==> src/rtl/pulse_burst_scheduler.sv <==
// pulse_burst_scheduler
//   Shares one pulse-train output between two requesters (A, B). A granted
//   request emits count_x pulses, each high for high_time cycles and low for
//   low_time cycles. Round-robin arbitration, registered ack/done strobes and
//   an abort input that still ends the burst with a done strobe.
//
// Ports
//   clock             system clock, posedge
//   reset             synchronous active-low reset
//   req_a / req_b     level requests, held until the matching ack
//   count_a / count_b pulse count per burst, latched at grant (0 = ignored)
//   high_time         high cycles per pulse, latched at grant (0 acts as 1)
//   low_time          low cycles per pulse, latched at grant (0 acts as 1)
//   abort             ends a burst in HIGH/LOW on the next edge
//   signal            registered pulse-train output
//   ack_a / ack_b     one-cycle grant strobes
//   done_a / done_b   one-cycle burst-complete strobes
//   busy              high while a burst is in HIGH, LOW or DONE
//   owner             current or last grantee (0 = A, 1 = B)
//
// state | meaning
// IDLE  | no burst; arbitrate eligible requests
// HIGH  | signal high, timer counting the high phase
// LOW   | signal low, timer counting the low phase
// DONE  | done strobe for the owner, then back to IDLE

module pulse_burst_scheduler #(
  parameter int CNT_W  = 8,
  parameter int TIME_W = 8
) (
  input  logic              clock,
  input  logic              reset,
  input  logic              req_a,
  input  logic [CNT_W-1:0]  count_a,
  input  logic              req_b,
  input  logic [CNT_W-1:0]  count_b,
  input  logic [TIME_W-1:0] high_time,
  input  logic [TIME_W-1:0] low_time,
  input  logic              abort,
  output logic              signal,
  output logic              ack_a,
  output logic              ack_b,
  output logic              done_a,
  output logic              done_b,
  output logic              busy,
  output logic              owner
);

  typedef enum logic [1:0] {IDLE, HIGH, LOW, DONE} state_t;

  localparam logic [TIME_W-1:0] T_ONE = TIME_W'(1);
  localparam logic [CNT_W-1:0]  C_ONE = CNT_W'(1);

  state_t            state, state_n;
  logic [CNT_W-1:0]  rem, rem_n;
  logic [TIME_W-1:0] tmr, tmr_n;
  logic [TIME_W-1:0] hi_m1, hi_m1_n;
  logic [TIME_W-1:0] lo_m1, lo_m1_n;
  logic              rr, rr_n;
  logic              signal_n, ack_a_n, ack_b_n, done_a_n, done_b_n;
  logic              busy_n, owner_n;
  logic              elig_a, elig_b, win_b;

  assign elig_a = req_a && (count_a != '0);
  assign elig_b = req_b && (count_b != '0);
  // B wins when it is the only eligible side, or both are and the pointer says B.
  assign win_b  = elig_b && (!elig_a || rr);

  always_comb begin
    state_n  = state;
    rem_n    = rem;
    tmr_n    = tmr;
    hi_m1_n  = hi_m1;
    lo_m1_n  = lo_m1;
    rr_n     = rr;
    signal_n = signal;
    ack_a_n  = 1'b0;
    ack_b_n  = 1'b0;
    done_a_n = 1'b0;
    done_b_n = 1'b0;
    busy_n   = busy;
    owner_n  = owner;
    case (state)
      IDLE: begin
        if (elig_a || elig_b) begin
          owner_n  = win_b;
          ack_a_n  = !win_b;
          ack_b_n  = win_b;
          rem_n    = win_b ? count_b : count_a;
          // Timers hold "cycles - 1"; a zero width behaves like one cycle.
          hi_m1_n  = (high_time == '0) ? '0 : high_time - T_ONE;
          lo_m1_n  = (low_time == '0) ? '0 : low_time - T_ONE;
          tmr_n    = hi_m1_n;
          signal_n = 1'b1;
          busy_n   = 1'b1;
          state_n  = HIGH;
          if (elig_a && elig_b)
            rr_n = !win_b;
        end
      end
      HIGH: begin
        if (abort) begin
          signal_n = 1'b0;
          done_a_n = !owner;
          done_b_n = owner;
          state_n  = DONE;
        end else if (tmr == '0) begin
          signal_n = 1'b0;
          tmr_n    = lo_m1;
          state_n  = LOW;
        end else begin
          tmr_n = tmr - T_ONE;
        end
      end
      LOW: begin
        if (abort) begin
          signal_n = 1'b0;
          done_a_n = !owner;
          done_b_n = owner;
          state_n  = DONE;
        end else if (tmr == '0) begin
          if (rem > C_ONE) begin
            rem_n    = rem - C_ONE;
            signal_n = 1'b1;
            tmr_n    = hi_m1;
            state_n  = HIGH;
          end else begin
            rem_n    = '0;
            done_a_n = !owner;
            done_b_n = owner;
            state_n  = DONE;
          end
        end else begin
          tmr_n = tmr - T_ONE;
        end
      end
      DONE: begin
        signal_n = 1'b0;
        busy_n   = 1'b0;
        state_n  = IDLE;
      end
      default: begin
        signal_n = 1'b0;
        busy_n   = 1'b0;
        state_n  = IDLE;
      end
    endcase
  end

  always_ff @(posedge clock) begin
    if (!reset) begin
      state  <= IDLE;
      rem    <= '0;
      tmr    <= '0;
      hi_m1  <= '0;
      lo_m1  <= '0;
      rr     <= 1'b0;
      signal <= 1'b0;
      ack_a  <= 1'b0;
      ack_b  <= 1'b0;
      done_a <= 1'b0;
      done_b <= 1'b0;
      busy   <= 1'b0;
      owner  <= 1'b0;
    end else begin
      state  <= state_n;
      rem    <= rem_n;
      tmr    <= tmr_n;
      hi_m1  <= hi_m1_n;
      lo_m1  <= lo_m1_n;
      rr     <= rr_n;
      signal <= signal_n;
      ack_a  <= ack_a_n;
      ack_b  <= ack_b_n;
      done_a <= done_a_n;
      done_b <= done_b_n;
      busy   <= busy_n;
      owner  <= owner_n;
    end
  end

endmodule

==> config.mk <==
export PLATFORM = sky130hd
export DESIGN_NAME = pulse_burst_scheduler
export DESIGN_NICKNAME = d
export VERILOG_FILES = /design/src/rtl/pulse_burst_scheduler.sv
export SDC_FILE = /design/constraint.sdc
export NUM_CORES = 1
export LEC_CHECK = 0
export ABC_AREA = 1
export ABC_CLOCK_PERIOD_IN_PS = 2200
export CAP_MARGIN = 10
export CELL_PAD_IN_SITES_DETAIL_PLACEMENT = 2
export CELL_PAD_IN_SITES_GLOBAL_PLACEMENT = 2
export CORE_MARGIN = 3
export CORE_UTILIZATION = 28
export DETAILED_ROUTE_END_ITERATION = 10
export HOLD_SLACK_MARGIN = 0.06
export MAX_ROUTING_LAYER = met4
export PLACE_DENSITY_LB_ADDON = 0.1
export SLEW_MARGIN = 20
export SYNTH_ARGS = -nofsm -noshare
export SYNTH_HDL_FRONTEND = slang
export SYNTH_SLANG_ARGS = --single-unit
==> constraint.sdc <==
create_clock -name clock -period 2.2 [get_ports clock]
set_input_delay 0.22 -clock clock [delete_from_list [all_inputs] [get_ports clock]]
set_output_delay 0.22 -clock clock [all_outputs]
set_load 0.03 [all_outputs]
# Word-level counts from Yosys, hierarchy flattened
# Cells that the tools add are included.
totals:
  register_bits: 42
  input_bits: 37
  output_inout_bits: 7
  wordCells: 95
op_classes:
  n_addsub: 4
  order_cmp: 1
  eq_ne: 11
  muxes: 40
  reduce_logical: 26
ops:
  columns: ["operator", "n"]
  rows:
  - ["$mux W8", 13]
  - ["$sub A8 B1 Y8 const B", 4]
  - ["$logic_not A8 Y1", 3]
  - ["$pmux W8 S3", 1]
  - ["$pmux W8 S2", 1]
  - ["$reduce_bool A8 Y1", 2]
  - ["$mux W1", 14]
  - ["$mux W2", 6]
  - ["$ne A3 B3 Y1 const B", 4]
  - ["$reduce_and A3 Y1", 3]
  - ["$gt A8 B1 Y1 const B", 1]
  - ["$ne A2 B2 Y1 const B", 4]
  - ["$pmux W2 S4", 1]
  - ["$reduce_and A4 Y1", 2]
  - ["$pmux W1 S2", 3]
  - ["$reduce_and A5 Y1", 1]
  - ["$eq A2 B2 Y1 const B", 2]
  - ["$logic_and A1 B1 Y1", 4]
  - ["$pmux W1 S4", 1]
  - ["$reduce_and A2 Y1", 2]
  - ["$reduce_bool A2 Y1", 2]
  - ["$logic_not A1 Y1", 3]
  - ["$reduce_bool A3 Y1", 1]
  - ["$eq A2 B1 Y1 const B", 1]
  - ["other kinds (2)", 3]

# Depth between registers and ports, before layout
# Gate-level depths: netlist (run 1).
logic_depth:
  word_depth: 8
  depth_mapped: 14
  mapped_depth_nobuf: 13

# Worst setup path before layout (run 1)
# OpenSTA, ideal clock, no wires.
synth_path:
  path_type: "register -> register"
  start: "reg state[0]"
  end: "reg rem[2]"
  setup_ps: 116
  t_arrival_ps: 1522
  t_required_ps: 2084
  setup_slack_ps: 562
  stages_incl_launch_ff: 10
  path_buffers: 1
  period_less_slack_ps: 1638
  cell_sequence: "dfxtp_1 > inv_1 > ha_1 > inv_1 > clkbuf_1 > nor2_1 > inv_1 > a21oi_1 > nor2_1 > a21oi_2"
synth_between:
  elab_chain_len: 3
  elab_cells_between_ends: 8
  classes_between: "eq/ne: 4; mux: 1; reduce/logical: 3"
synth_rtl:
  columns: ["item", "line_no", "rtl"]
  rows:
  - ["from (decl)", "54", "state_t state, state_n;"]
  - ["from (signal assigned)", "166", "state <= state_n;"]
  - ["$eq A2 B2 Y1 / $logic_not A2 Y1 (equally long branches)", "83", "case (state)"]
  - ["$ne A2 B2 Y1 (no source line) / $reduce_bool A2 Y1 (equally long branches)", null, null]
  - ["$reduce_and A4 Y1 (no source line)", null, null]
  - ["to (signal assigned)", "167", "rem <= rem_n;"]
  - ["to (decl)", "55", "logic [CNT_W-1:0] rem, rem_n;"]
# Several ways; a longest one is shown, not always the timed one.
# A chain may end at the register's enable or synchronous reset.

# Worst setup path after layout (run 1)
layout_path:
  start: "reg state[0]"
  end: "reg rem[3]"
# Same word-level chain as after synthesis.

==> flow_summary.yaml, run 1 <==
worst_setup_path:
  arrival_ps: 2150
  worstReg2RegStart: "state[0]"
  startpoint_type: "flop"
  critPathMaxFanout: 9
  worst_r2r_path_depth: 9
  r2r-end: "rem[3]"
  required_ps: 2430
  worstSetupPathType: "reg -> reg"
  cp-end-kind: "flop"
  r2r_setup_slack_ps: 280
logic_synthesis:
  ys_types: 31
  ys_warn_count: 0
  synth.area.top_cells: "dfxtp_1 (28%), nand2_1 (17%), nor2_1 (11%)"
  yosysSeqAreaShare_pct: 27.62
  yosysTopAreaCell: "dfxtp_1"
  post_synth.cell_area_avg_um2: 5.809
  synth_area_mm2: 0.003044
  synth.top_cell.area_share_pct: 27.62
  syn_inst: 524
  ys_ff_latch: 42
  syn_nets: 571
power_and_ir_drop:
  vdd.ir_drop.worst_mv: 0.3745
  p_sw_share_pct: 50.89
  power_frac_comb_pct: 62.3
  p_switching_mw: 2.298
  pwr-share-seq_pct: 26.5
  p_clk_share_pct: 11.3
  p_leak_nw: 1.869
  intPower_mw: 2.217
  power.density_mw_per_mm2: 1197
flow_run:
  cap_violations: 0
layout:
  drive_above_1_share_pct: 6.632
  multi_input_area_mm2: 0.001826
  n_antenna_cell: 0
  syn_to_final_growth_pct: 23.88
  final_util_pct: 36.04
  fin_cells: 709
  fill_cells: 1374
  seq_area_um2: 840.8
  nNetsFinal: 621
place:
  dpl.hpwl_um: 8564
  place_inst: 703
  pre_cts_slack_ps: 124.4
  gp_congestion: 0.8037
  io_buffers: 43
routing:
  wire_per_inst_um: 14.86
  drt_first_pass_iters: 4
  drt_wl_total_um: 10540
  via_count: 3369
  drt_iter0_markers: 81
  drc: 0
  ant_nets: 0
  viasPerCell: 4.752
timing:
  skew_ps: 5.140
  fin_tns_setup_ps: 0
  holdWs_ps: 474.6
  max-slew-margin-rel_pct: 75.20
  finalCritPeriodShare_pct: 87.21
  finalWorstSetupSlack_ps: 281.4
  tightest_slew_ps: 370.9
  period_minus_slack_ps: 1919
  fmax_ghz: 0.5212
  rsz0062_at_grt: "false"
  setup_viol: 0
  hold_viol_final: 0
  slew_violations: 0
hold_path:
  min_from: "owner"
  hold_depth: 1
  hold_class: "reg -> reg"
  hold_end: "done_a"
die:
  die-area_mm2: 0.01216
  start_util_pct: 29.10
  fp.dieH_um: 110.3
  die_x_um: 110.3
  fp-row-count: 37
  design.core.area_mm2: 0.01046
  num_io_pins: 44
clocking:
  cts-root-buf: "clkbuf_8"
  clk_latency_ps: 290
  clk_pin_slew_ps: 80
  htree_levels: 2
  clk_path_buf_depth: 2
  cts_tree: "yes"
  cts_buffers: 5
  clock_sinks: 42
global_routing:
  overflow: 0
  grt_max_degree: 32
  grt_pass1_wl_um: 17680
  track_usage_pct: 18.93
  antenna_found_initial: 0
  grt_pass1_vias: 3537
outcome:
  status: "completed"
-- power by group through the flow --
stage	Sequential [mW]	Combinational (mW)	Clock, mW
2_1_floorplan	1.21	1.97	0
3_3_place_gp	1.20	2.70	0
3_5_place_dp	1.21	2.83	0
4_1_cts	1.20	2.85	0.531
5_1_grt	1.23	3.25	0.560
6_report	1.19	2.81	0.508
-- layout by cell type (no fill, tap or decap), types with 2 or more instances in the layout --
| cell type | instances |
|---|---|
| nand2_1 | 139 |
| nor2_1 | 91 |
| inv_1 | 78 |
| nand3_1 | 61 |
| clkdlybuf4s50_1 | 43 |
| dfxtp_1 | 42 |
| a21oi_1 | 29 |
| o21ai_0 | 21 |
| buf_4 | 14 |
| ha_1 | 10 |
| nand4_1 | 6 |
| clkbuf_8 | 6 |
| nand2_2 | 5 |
| xor2_1 | 4 |
| nor3_1 | 4 |
| nor2_2 | 3 |
| a21oi_2 | 2 |
| o211ai_1 | 2 |
-- kinds of logic after synthesis --
logic type	share of synthesized area, %
and+or+nand+nor	44.06
AOI/OAI and AO/OA	10.36
DFF	27.62
buffers and inverters	12.41
adders and majority gates	4.110
xor gates and xnor gates	1.438
-- through the flow --
step	total power, mW	area [µm²]
after floorplan	3.189	3044
final	4.515	3771
after detailed placement	4.038	3689
after global placement	3.901	3689
after CTS	4.576	3771
after global routing	5.040	3771
-- synth_stat cells --
cell type	number
nand3_1	61
clkinv_1	1
nand3_2	1
or2_2	1
buf_4	1
xor2_1	4
a21boi_2	1
ha_1	10
nor2_1	91
xnor2_1	1
nor2_4	1
nand2_1	139
and2_1	1
buf_1	2
o21ai_2	1
buf_6	2
a21oi_2	2
buf_2	5
nand2_2	5
nand4_1	6
o211ai_1	2
o21a_1	1
dfxtp_1	42
nor2_2	3
inv_1	78
clkbuf_1	5
o21ai_0	22
nor3_1	4
nor2_8	1
nand2_4	1
a21oi_1	29
-- routing by layer --
metal / wire [µm] / vias up / share of wire, % / track usage [%]
li1: - / 1730 / - / -
met1: 5779 / 1593 / 55 / 27.52
met2: 4458 / 40 / 42 / 28.77
met3: 218 / 6 / 2.1 / 2.097
met4: 81 / 0 / 0.77 / 3.166
met5: 0 / - / 0 / -
-- repair_timing --
item,CTS,global route
hold buffers,0,0
setup endpoints to repair,0,1
setup buffers,0,0
resized for setup,0,1
-- worst max-delay path by stage --
| stage | slack [ps] | end | from |
|---|---|---|---|
| floorplan | 560 | rem[2] | state[0] |
| global placement | 230 | tmr[3] | high_time[0] |
| detailed placement | 120 | lo_m1[6] | low_time[0] |
| CTS | 250 | rem[3] | state[0] |
| global route | 80 | tmr[0] | state[0] |
| finish | 280 | rem[3] | state[0] |
-- area by class of cell --
class / count / area share, %
Inverter: 79 / 7.863
Sequential cell: 42 / 22.30
Tap cell: 136 / 4.512
Multi-Input combinational cell: 388 / 48.41
Clock buffer: 6 / 2.190
Timing Repair Buffer: 58 / 14.73
-- sequential cells by signal (all words and copies together), names as in the netlist --
name	flops
ack_a	1
hi_m1	8
rem	8
done_b	1
owner	1
rr	1
ack_b	1
busy	1
signal	1
lo_m1	8
tmr	8
state	2
done_a	1
-- worst max-delay path, stage by stage, from the launching register on --
cell,delay (ps)
dfxtp_1,370
inv_1,120
ha_1,340
inv_1,130
buf_4,200
nor2_1,140
inv_1,140
a21oi_1,180
nor2_1,90
a21oi_2,140
(Power assumes the default switching activity.)
==> inputs of run 2 (changes only) <==
--- a/config.mk
+++ b/config.mk
@@ -11,8 +11,9 @@
 export CELL_PAD_IN_SITES_DETAIL_PLACEMENT = 2
 export CELL_PAD_IN_SITES_GLOBAL_PLACEMENT = 2
 export CORE_MARGIN = 3
-export CORE_UTILIZATION = 28
+export CORE_UTILIZATION = 33
 export DETAILED_ROUTE_END_ITERATION = 10
+export DONT_BUFFER_PORTS = 1
 export HOLD_SLACK_MARGIN = 0.06
 export MAX_ROUTING_LAYER = met4
 export PLACE_DENSITY_LB_ADDON = 0.1
==> run 2 against run 1 <==
  * Register-to-register slack is essentially flat
  * First-iteration DRC count grew 11%
  * Clock power grew 6.3%
  * Final cell count shrank 11%
  * Design area shrank 13%
  * Die area shrank 14%
  * Fmax grew 0.26%
  * Setup slack gained 5.0 ps
  * Utilization grew 0.85 points
  * Count of clock-buffer cells in the layout grew 1
  * Largest power group unchanged
  * Global-route usage grew 2.0 points
  * Sequential power grew 6%
==> flow_summary.yaml, run 2 (same netlist as run 1, synthesis figures left out) <==
global_routing:
  grt_max_degree: 22
  track_usage_pct: 20.90
  grt_pass1_vias: 3383
  antenna_found_initial: 0
  grt_pass1_wl_um: 16780
  overflow: 0
clocking:
  clk_path_buf_depth: 2
  htree_levels: 2
  clk_pin_slew_ps: 80
  clk_latency_ps: 300
  cts-root-buf: "clkbuf_8"
  cts_buffers: 5
  clock_sinks: 42
  cts_tree: "yes"
hold_path:
  hold_class: "in -> reg"
  hold_end: "owner"
  hold_depth: 2
  min_from: "reset"
die:
  fp-row-count: 34
  start_util_pct: 34.40
  fp.dieH_um: 102.0
  design.core.area_mm2: 0.008848
  die_x_um: 102.0
  num_io_pins: 44
  die-area_mm2: 0.01041
timing:
  slew_violations: 0
  hold_viol_final: 0
  fmax_ghz: 0.5226
  tightest_slew_ps: 943.6
  holdWs_ps: 67.47
  rsz0062_at_grt: "false"
  finalWorstSetupSlack_ps: 286.4
  finalCritPeriodShare_pct: 86.98
  max-slew-margin-rel_pct: 36.88
  skew_ps: 10.05
  period_minus_slack_ps: 1914
  setup_viol: 0
  fin_tns_setup_ps: 0
flow_run:
  cap_violations: 0
place:
  io_buffers: 0
  dpl.hpwl_um: 7840
  place_inst: 623
  gp_congestion: 0.8109
  dpl_cell_area_mm2: 0.003143
  pre_cts_slack_ps: 224.3
layout:
  n_antenna_cell: 0
  syn_to_final_growth_pct: 7.234
  final_area_mm2: 0.003264
  drive_above_1_share_pct: 5.703
  final_util_pct: 36.89
  fin_cells: 634
  final_common_cell: "nand2_1"
  final_cell_mix: "nand2_1 (139), nor2_1 (91), inv_1 (78), nand3_1 (61), dfxtp_1 (42)"
  nNetsFinal: 572
worst_setup_path:
  startpoint_type: "flop"
  worst_r2r_path_depth: 13
  required_ps: 2400
  r2r_setup_slack_ps: 290
  r2r-end: "tmr[0]"
  critPathMaxFanout: 12
  worstReg2RegStart: "rem[0]"
  cp-end-kind: "flop"
  worstSetupPathType: "reg -> reg"
  arrival_ps: 2110
routing:
  ant_nets: 0
  drt_first_pass_iters: 4
  wire_per_inst_um: 15.59
  drt_iter0_markers: 90
  drc: 0
  drt_wl_total_um: 9882
  via_count: 3176
  viasPerCell: 5.009
outcome:
  status: "completed"
power_and_ir_drop:
  p_leak_nw: 1.671
  power.density_mw_per_mm2: 1328
  vdd.ir_drop.worst_mv: 0.4091
  p_total_mw: 4.336
[run 2: repair_timing]
| item | in CTS | in global routing |
|---|---|---|
| gates resized for setup | 0 | 1 |
| buffers inserted | 0 | 0 |
| hold endpoints to repair | 21 | 0 |
| endpoints found under the setup margin | 0 | 7 |
| hold buffers | 3 | 0 |
[run 2: routing by layer]
layer	GRT usage (%)	part of all wire [%]	vias up	wire length [µm]
li1	-	-	1631	-
met1	29.93	52	1490	5182
met2	31.28	43	45	4276
met3	3.140	3.4	10	335
met4	4.137	0.88	0	87
met5	-	0	-	0
[run 2: layout make-up]
type                            instances  area, µm²
Fill cell                            1163       5584
Multi-Input combinational cell        388       1826
Sequential cell                        42      840.8
Inverter                               79      296.5
Tap cell                              108      135.1
Clock buffer                            7      86.33
Timing Repair Buffer                    9      75.07
Clock inverter                          1      5.005
[run 2: how the worst max path moves through the flow]
stage | startpoint | endpoint | depth (start not counted)
final | rem[0] | tmr[0] | 13
after global routing | state[0] | tmr[3] | 9
after CTS | state[0] | tmr[0] | 9
after detailed placement | state[0] | tmr[1] | 8
after global placement | state[0] | tmr[3] | 8
after floorplan | state[0] | rem[2] | 9
[run 2: critical path, cell delays in order (launching register included)]
cell     delay, ps
dfxtp_1        330
inv_1           90
ha_1           200
inv_1           60
nand2_1         70
nand2_1         60
nor2_1         260
nand3_1        150
nand2_1        130
nor2_2          60
nand2_2        190
nand2_1         90
nand2_1         70
nor2_1          50
[run 2: power by group]
part	total, mW	switching, mW	leakage, nW	internal, mW
clock	0.540	0.286	0.0482	0.254
sequential	1.26	0.245	0.348	1.02
combinational	2.54	1.71	1.28	0.820
==> inputs of run 3 (changes only) <==
==> constraint.sdc (replaced) <==
create_clock -name clock -period 2.2 [get_ports clock]
set_input_delay 0.22 -clock clock [delete_from_list [all_inputs] [get_ports clock]]
set_output_delay 0.22 -clock clock [all_outputs]
set_load 0.1 [all_outputs]
==> run 3 against run 2 <==
  * Wire length increased by 2.4%
  * Flip-flop and latch count unchanged
  * First-iteration DRC count grew 2.2%
  * Register-to-register slack worse by 70 ps
  * Non-clock buffer count up 8
  * Utilization rose by 0.74 points
  * Clock skew is 2.6 ps lower
  * Fmax is 3.6% lower
  * Critical path type unchanged
  * Highest routed layer unchanged
==> flow_summary.yaml, run 3 (same netlist as run 1, synthesis figures left out) <==
outcome:
  status: "completed"
die:
  fp-row-count: 34
  die_x_um: 102.0
  design.core.area_mm2: 0.008848
  start_util_pct: 34.40
  fp.dieH_um: 102.0
  die-area_mm2: 0.01041
  num_io_pins: 44
routing:
  viasPerCell: 5.017
  drt_wl_total_um: 10120
  wl_met3_um: 241
  ant_nets: 0
  top_layer_used: "met4"
  dr_wl_met2_um: 4312
  drt_iter0_markers: 92
  wire_per_inst_um: 15.76
  drt_first_pass_iters: 6
  drc: 0
  met1Wirelength_um: 5483
  via_count: 3221
flow_run:
  cap_violations: 0
power_and_ir_drop:
  p_total_mw: 4.563
  power.density_mw_per_mm2: 1371
  p_leak_nw: 1.712
  vdd.ir_drop.worst_mv: 0.5582
layout:
  final_common_cell: "nand2_1"
  final_cell_mix: "nand2_1 (139), nor2_1 (90), inv_1 (78), nand3_1 (61), dfxtp_1 (42)"
  drive_above_1_share_pct: 7.116
  final_util_pct: 37.63
  nNetsFinal: 580
  syn_to_final_growth_pct: 9.371
  fin_cells: 642
  n_antenna_cell: 0
timing:
  period_minus_slack_ps: 1986
  fin_tns_setup_ps: 0
  rsz0062_at_grt: "false"
  setup_viol: 0
  fmax_ghz: 0.5035
  skew_ps: 7.492
  max-slew-margin-rel_pct: 39.66
  hold_viol_final: 0
  finalCritPeriodShare_pct: 90.27
  slew_violations: 0
  finalWorstSetupSlack_ps: 214.0
  tightest_slew_ps: 902.1
clocking:
  clock_sinks: 42
  clk_latency_ps: 300
  clk_pin_slew_ps: 90
  cts_setup_buffers: 0
  cts_tree: "yes"
  cts_buffers: 5
  htree_levels: 2
  cts-root-buf: "clkbuf_8"
  clk_path_buf_depth: 2
place:
  place_inst: 630
  io_buffers: 0
  dpl.hpwl_um: 7856
  gp_congestion: 0.7962
  pre_cts_slack_ps: 177.9
worst_setup_path:
  cp-end-kind: "flop"
  critPathSlowestCell: "ha_1"
  path_cells: "inv_1 > ha_1 > inv_1 > buf_4 > nor2_1 > inv_1 > a21oi_1 > nor2_1 > a21oi_1"
  critPathMaxFanout: 10
  worstSetupPathType: "reg -> reg"
  arrival_ps: 2220
  path_common_cell: "inv_1"
  required_ps: 2430
  max_stage_delay_ps: 380
  cpLargestDelayFamily: "buffers and inverters"
  startpoint_type: "flop"
  path_buf_inv: 4
hold_path:
  hold_class: "in -> reg"
global_routing:
  overflow: 0
  antenna_found_initial: 0
  grt_max_degree: 22
  track_usage_pct: 20.85
  grt_pass1_vias: 3373
  grt_pass1_wl_um: 16680
[run 3: cell types whose count changed in the layout (fill, tap and decap cells not counted), sizes merged]
cell         change
buf              +7
dlygate4sd3      +1
[run 3: per-layer routing]
layer | up-vias | GRT usage [%]
met1 | 1533 | 30.21
met4 | 0 | 4.036
li1 | 1644 | -
met2 | 35 | 31.08
met5 | - | -
met3 | 9 | 2.799
[run 3: power by group]
group | switching [mW] | internal, mW
clock network | 0.279 | 0.254
registers | 0.178 | 1.02
logic | 1.98 | 0.860
[run 3: repair_timing]
item | in CTS | in global routing
hold buffers | 3 | 1
hold endpoints to repair | 20 | 1
gates resized for setup | 0 | 2
setup endpoints to repair | 0 | 4
[run 3: area by class of cell]
| class | instances | area, µm² |
|---|---|---|
| clock buffers | 7 | 86.33 |
| clock inverters | 1 | 5.005 |
| fillers | 1168 | 5519 |
| inverters | 79 | 296.5 |
| multi-input cells | 388 | 1828 |
| flip-flops and latches | 42 | 840.8 |
| well taps | 108 | 135.1 |
| repair buffers | 17 | 137.6 |
[run 3: worst paths after layout]
kind | depth (start not counted) | endpoint | slack (ps) | from
worst min-delay path | 2 | hi_m1[5] | 70 | reset
worst min register to register | 2 | hi_m1[6] | 480 | hi_m1[6]
worst max-delay path | 9 | rem[7] | 210 | state[0]
worst max register to register | 9 | rem[7] | 210 | state[0]
[run 3: metrics by stage]
step | hold WS, ps | instance area [µm²]
floorplan | 333.5 | 3044
finish | 67.19 | 3329
CTS | 61.24 | 3317
detailed placement | 347.6 | 3196
global route | 68.78 | 3329
global placement | 338.8 | 3196
==> RTL change 1: new RTL, config.mk and constraints of run 1 <==
Encoding of `state_t`: now one-hot (4 bits for 4 states).
--- a/src/rtl/pulse_burst_scheduler.sv
+++ b/src/rtl/pulse_burst_scheduler.sv
@@ -47,5 +47,5 @@
 );
 
-  typedef enum logic [1:0] {IDLE, HIGH, LOW, DONE} state_t;
+  typedef enum logic [3:0] {IDLE = 4'b0001, HIGH = 4'b0010, LOW = 4'b0100, DONE = 4'b1000} state_t;
 
   localparam logic [TIME_W-1:0] T_ONE = TIME_W'(1);
Behaviour: no difference found for any inputs over 10 cycles, from zero or initial values and one cycle with reset low; not proved beyond that.
==> RTL change 1 against run 1 <==
Sequential cell count rose by 2; count of clock-buffer cells in the layout fell by 1; die area rose by 3.7%; synthesized cell count fell by 1.5%; worst setup slack improved by 49 ps; largest cell class unchanged; via count rose by 1.9%; utilization fell by 0.54 points; design area rose by 3.0%; wire length rose by 5.6%; highest routed layer unchanged; final cell count fell by 1.4%; power rose by 2.6%; area after synthesis rose by 3.9%; non-clock buffer count fell by 10.
==> RTL change 1: results (changes against run 1) <==
metric;value;unit;change
global-route wire length before repair;18900;µm;was 17700 µm
dpl ws;35.0;ps;was 124 ps
fin nets;601;;was 621
Least-Margin Pin Slew;476;ps;was 371 ps
most frequent cell after synthesis;nand2_1;;unchanged
Mapped Nets;559;;was 571
maximum VDD drop;0.513;mV;was 0.374 mV
worst clock skew;5.40;ps;was 5.14 ps
Net Sw Frac;48.1;%;was 50.9%
Data arrival, critical path;2060;ps;was 2150 ps
max incr delay on CP;430;ps;was 370 ps
sequential share of the synthesized area;27.9;%;was 27.6%
GPL Wtd Cong;0.780;;was 0.804
GRT Util Overall;18.9;%;about the same
Area contributors post-synth;dfxtp_1 (28%), nand2_1 (15%), nand3_1 (11%), nor2_1 (10%), inv_1 (7.6%);;was dfxtp_1 (28%), nand2_1 (17%), nor2_1 (11%), nand3_1 (10%), inv_1 (9.6%)
total CTS buffers;5;;unchanged
number of global-route vias before repair;3733;;was 3537
First-pass DRT Iterations;4;;unchanged
CTS Buffer Depth;2;;unchanged
status;finished clean;;unchanged
Post-synth top flop;dfxtp_1;;unchanged
share of cells above drive strength 1;8.41;%;was 6.63%
leak pwr;1.84;nW;was 1.87 nW
Crit-path slowest cell;clkdlybuf4s50_1;;was dfxtp_1
Setup Fix Bufs, Post-CTS;0;;unchanged
Synth top cells by count;nand2_1 (125), nor2_1 (86), nand3_1 (72), inv_1 (64), dfxtp_1 (44);;was nand2_1 (139), nor2_1 (91), inv_1 (78), nand3_1 (61), dfxtp_1 (42)
CP max FO;6;;was 9
routed wire length;11100;µm;was 10500 µm
fillcell total;1375;;was 1374
Iter 0 DRT Violations;122;;was 81
largest net degree at the start of global routing;35;;was 32
vias;3433;;was 3369
unique cell type count in the Yosys netlist;35;;was 31
clk root buf;clkbuf_16;;was clkbuf_8
DP HPWL;8870;µm;was 8560 µm
[RTL change 1: cell count changes after synthesis, moves of 3 or more]
| cell | before | now |
|---|---|---|
| nor2_4 | 1 | 5 |
| clkbuf_1 | 5 | 2 |
| nand2_1 | 139 | 125 |
| nand4_1 | 6 | 9 |
| nand3_4 | 0 | 3 |
| nor2_1 | 91 | 86 |
| inv_1 | 78 | 64 |
| buf_6 | 2 | 5 |
| nand2_2 | 5 | 11 |
| nand3_1 | 61 | 72 |
| ha_1 | 10 | 6 |
[RTL change 1: worst min-delay path: cells and delay by family, from the launching register on]
family / cells / cell delay (ps)
buffers and inverters: 1 / 50
DFF: 1 / 320
AOI/OAI and AO/OA: 1 / 60
[RTL change 1: power groups by stage]
stage | clock network [W] | logic, W | registers (W)
finish | 0.000891 | 0.00246 | 0.00128
global placement | 0 | 0.00237 | 0.00128
CTS | 0.000919 | 0.00249 | 0.00128
floorplan | 0 | 0.00188 | 0.00127
global route | 0.000952 | 0.00284 | 0.00132
detailed placement | 0 | 0.00247 | 0.00129
[RTL change 1: path summary, 6_finish.rpt]
kind,from,endpoint,slack (ps),cells past startpoint
worst max-delay path,high_time[0],tmr[0],330,13
worst max register to register,state[2],tmr[4],340,11
worst min register to register,signal,signal,470,2
worst min-delay path,signal,signal,470,2
[RTL change 1: kinds of logic after synthesis]
group | after synthesis | synth area share, %
buffers and inverters | 81 | 11.0
adders and majority gates | 6 | 2.37
AOI/OAI and AO/OA | 54 | 9.78
xor gates and xnor gates | 4 | 1.11
DFF | 44 | 27.9
and+or+nand+nor | 327 | 47.8
[RTL change 1: layout make-up]
class                      count  area [µm²]  area share, %
multi-input combinational    391        1930           49.8
sequential                    44         881           22.7
timing repair buffer          48         468           12.1
inverter                      68         255           6.57
tap                          140         175           4.51
clock buffer                   5         125           3.22
clock inverter                 3        46.3           1.19
[RTL change 1: stage by stage]
stage,instance area [µm²],total power [W],instances,utilization [%]
floorplan,3160,0.00314,516,-
global placement,3710,0.00366,691,33.9
detailed placement,3710,0.00376,691,33.9
CTS,3880,0.00469,699,35.5
global route,3880,0.00511,699,35.5
finish,3880,0.00463,699,35.5
[RTL change 1: metal layers]
layer	part of all wire (%)	routed length, µm	global-route usage (%)
met1	49	5470	24.5
met2	47	5280	32.3
met3	2.5	278	2.21
met4	0.86	96	3.53
met5	0	0	-
==> RTL change 2: new RTL, flow settings as in run 1 <==
Made on the original files. `CNT_W`: 8 -> 6.
--- a/src/rtl/pulse_burst_scheduler.sv
+++ b/src/rtl/pulse_burst_scheduler.sv
@@ -26,5 +26,5 @@
 
 module pulse_burst_scheduler #(
-  parameter int CNT_W  = 8,
+  parameter int CNT_W  = 6,
   parameter int TIME_W = 8
 ) (
Interface: changed (resized count_a and count_b); port bits go from 44 to 40. No check against the original RTL was run, so the function may have changed too.
==> RTL change 2 against run 1 <==
Count of clock-buffer cells in the layout shrank 1; power fell by 3.1%; sequential cell count decreased by 2; via count is 8.7% lower; wire length down 7.7%; critical path depth is the same; largest power group unchanged; design area down 6.8%; area after synthesis fell by 7.6%; maximum frequency down 1.5%; non-clock buffer count down 8; worst setup slack lost 29 ps; sequential share of layout area increased by 0.50 points.
==> RTL change 2: results (changes against run 1) <==
metric;value;unit;change
dpl ws;195;ps;was 124 ps
status;finished clean;;unchanged
post-route setup slack;253;ps;was 281 ps
CP startpoint;state[1];;was state[0]
largest net degree at the start of global routing;21;;was 32
share of cells above drive strength 1;5.85;%;was 6.63%
post-DR wirelength/cell;15.2;µm;was 14.9 µm
Critical R2R Capture;state[0];;was rem[3]
# port buffers;39;;was 43
vias;3076;;was 3369
Area contributors post-synth;dfxtp_1 (28%), nand2_1 (16%), nor2_1 (11%), nand3_1 (8.2%), inv_1 (7.6%);;was dfxtp_1 (28%), nand2_1 (17%), nor2_1 (11%), nand3_1 (10%), inv_1 (9.6%)
GRT Util Overall;18.5;%;was 18.9%
Iter 0 DRT Violations;83;;was 81
GPL Wtd Cong;0.812;;was 0.804
sequential share of the synthesized area;28.5;%;was 27.6%
max incr delay on CP;420;ps;was 370 ps
DP HPWL;7950;µm;was 8560 µm
Synth top cells by count;nand2_1 (121), nor2_1 (85), inv_1 (57), nand3_1 (46), dfxtp_1 (40);;was nand2_1 (139), nor2_1 (91), inv_1 (78), nand3_1 (61), dfxtp_1 (42)
worst clock skew;11.6;ps;was 5.14 ps
CTS Buffer Depth;2;;unchanged
maximum VDD drop;0.396;mV;was 0.374 mV
global-route wire length before repair;16400;µm;was 17700 µm
unique cell type count in the Yosys netlist;29;;was 31
Max-slew headroom;72.3;%;was 75.2%
number of global-route vias before repair;3434;;was 3537
Data arrival, critical path;2140;ps;
fin nets;556;;was 621
leak pwr;1.70;nW;was 1.87 nW
reg2reg setup slack;250;ps;was 280 ps
Mapped Nets;510;;was 571
==> RTL change 2: cell types whose count changed after synthesis, sizes merged, moves of 3 or more <==
cell,change
clkbuf,-3
nand4,+5
nand2,-22
a21oi,-9
nand3,-14
nand3b,+9
inv,-20
nor2,-8
==> RTL change 2: layer usage <==
metal  part of all wire [%]  global-route usage, %  wire (µm)  vias up
met4                   0.70                   3.05         68        0
li1                       -                      -          -     1568
met1                     45                   20.6       4380     1477
met2                     53                   35.7       5150       23
met3                    1.4                   2.00        133        8
met5                      0                      -          0        -
==> RTL change 2: report_power, final <==
| part | switching (W) | internal [W] |
|---|---|---|
| Combinational | 0.00169 | 0.000891 |
| Clock | 0.000311 | 0.000343 |
| Sequential | 0.000172 | 0.000966 |
| Total | 0.00218 | 0.00220 |
==> RTL change 2: kinds of logic after synthesis <==
group | Yosys count | share of synthesized area [%]
AOI/OAI and AO/OA | 51 | 9.30
xor gates and xnor gates | 9 | 2.80
adders and majority gates | 11 | 4.90
buffers and inverters | 71 | 10.2
DFF | 40 | 28.5
and+or+nand+nor | 284 | 44.3
==> RTL change 2: cell type report <==
class                      count  area, µm²
clock buffer                   5       68.8
inverter                      60        225
tap                          129        161
clock inverter                 3       47.5
timing repair buffer          50        485
fill                        1204       5990
sequential                    40        801
multi-input combinational    355       1720
==> RTL change 2: stage by stage <==
stage	cells	instance area (µm²)	util (%)
floorplan	466	2810	-
global placement	634	3400	35.7
global route	642	3510	37.0
detailed placement	634	3400	35.7
finish	642	3510	37.0
CTS	642	3510	37.0
==> RTL change 2: worst min-delay path by stage <==
stage | from | endpoint | slack, ps | depth (start not counted)
final | owner | done_a | 450 | 1
after global routing | owner | done_a | 490 | 1
after CTS | owner | done_a | 450 | 1
after detailed placement | owner | done_a | 440 | 1
after global placement | owner | done_a | 440 | 1
after floorplan | low_time[0] | lo_m1[0] | 330 | 1
==> RTL change 2: worst max-delay path: cells and delay by family (launching register included) <==
| kind | cells | cell delay [ps] |
|---|---|---|
| and+or+nand+nor | 4 | 590 |
| adders and majority gates | 1 | 420 |
| DFF | 1 | 380 |
| AOI/OAI and AO/OA | 2 | 230 |
| buffers and inverters | 2 | 220 |
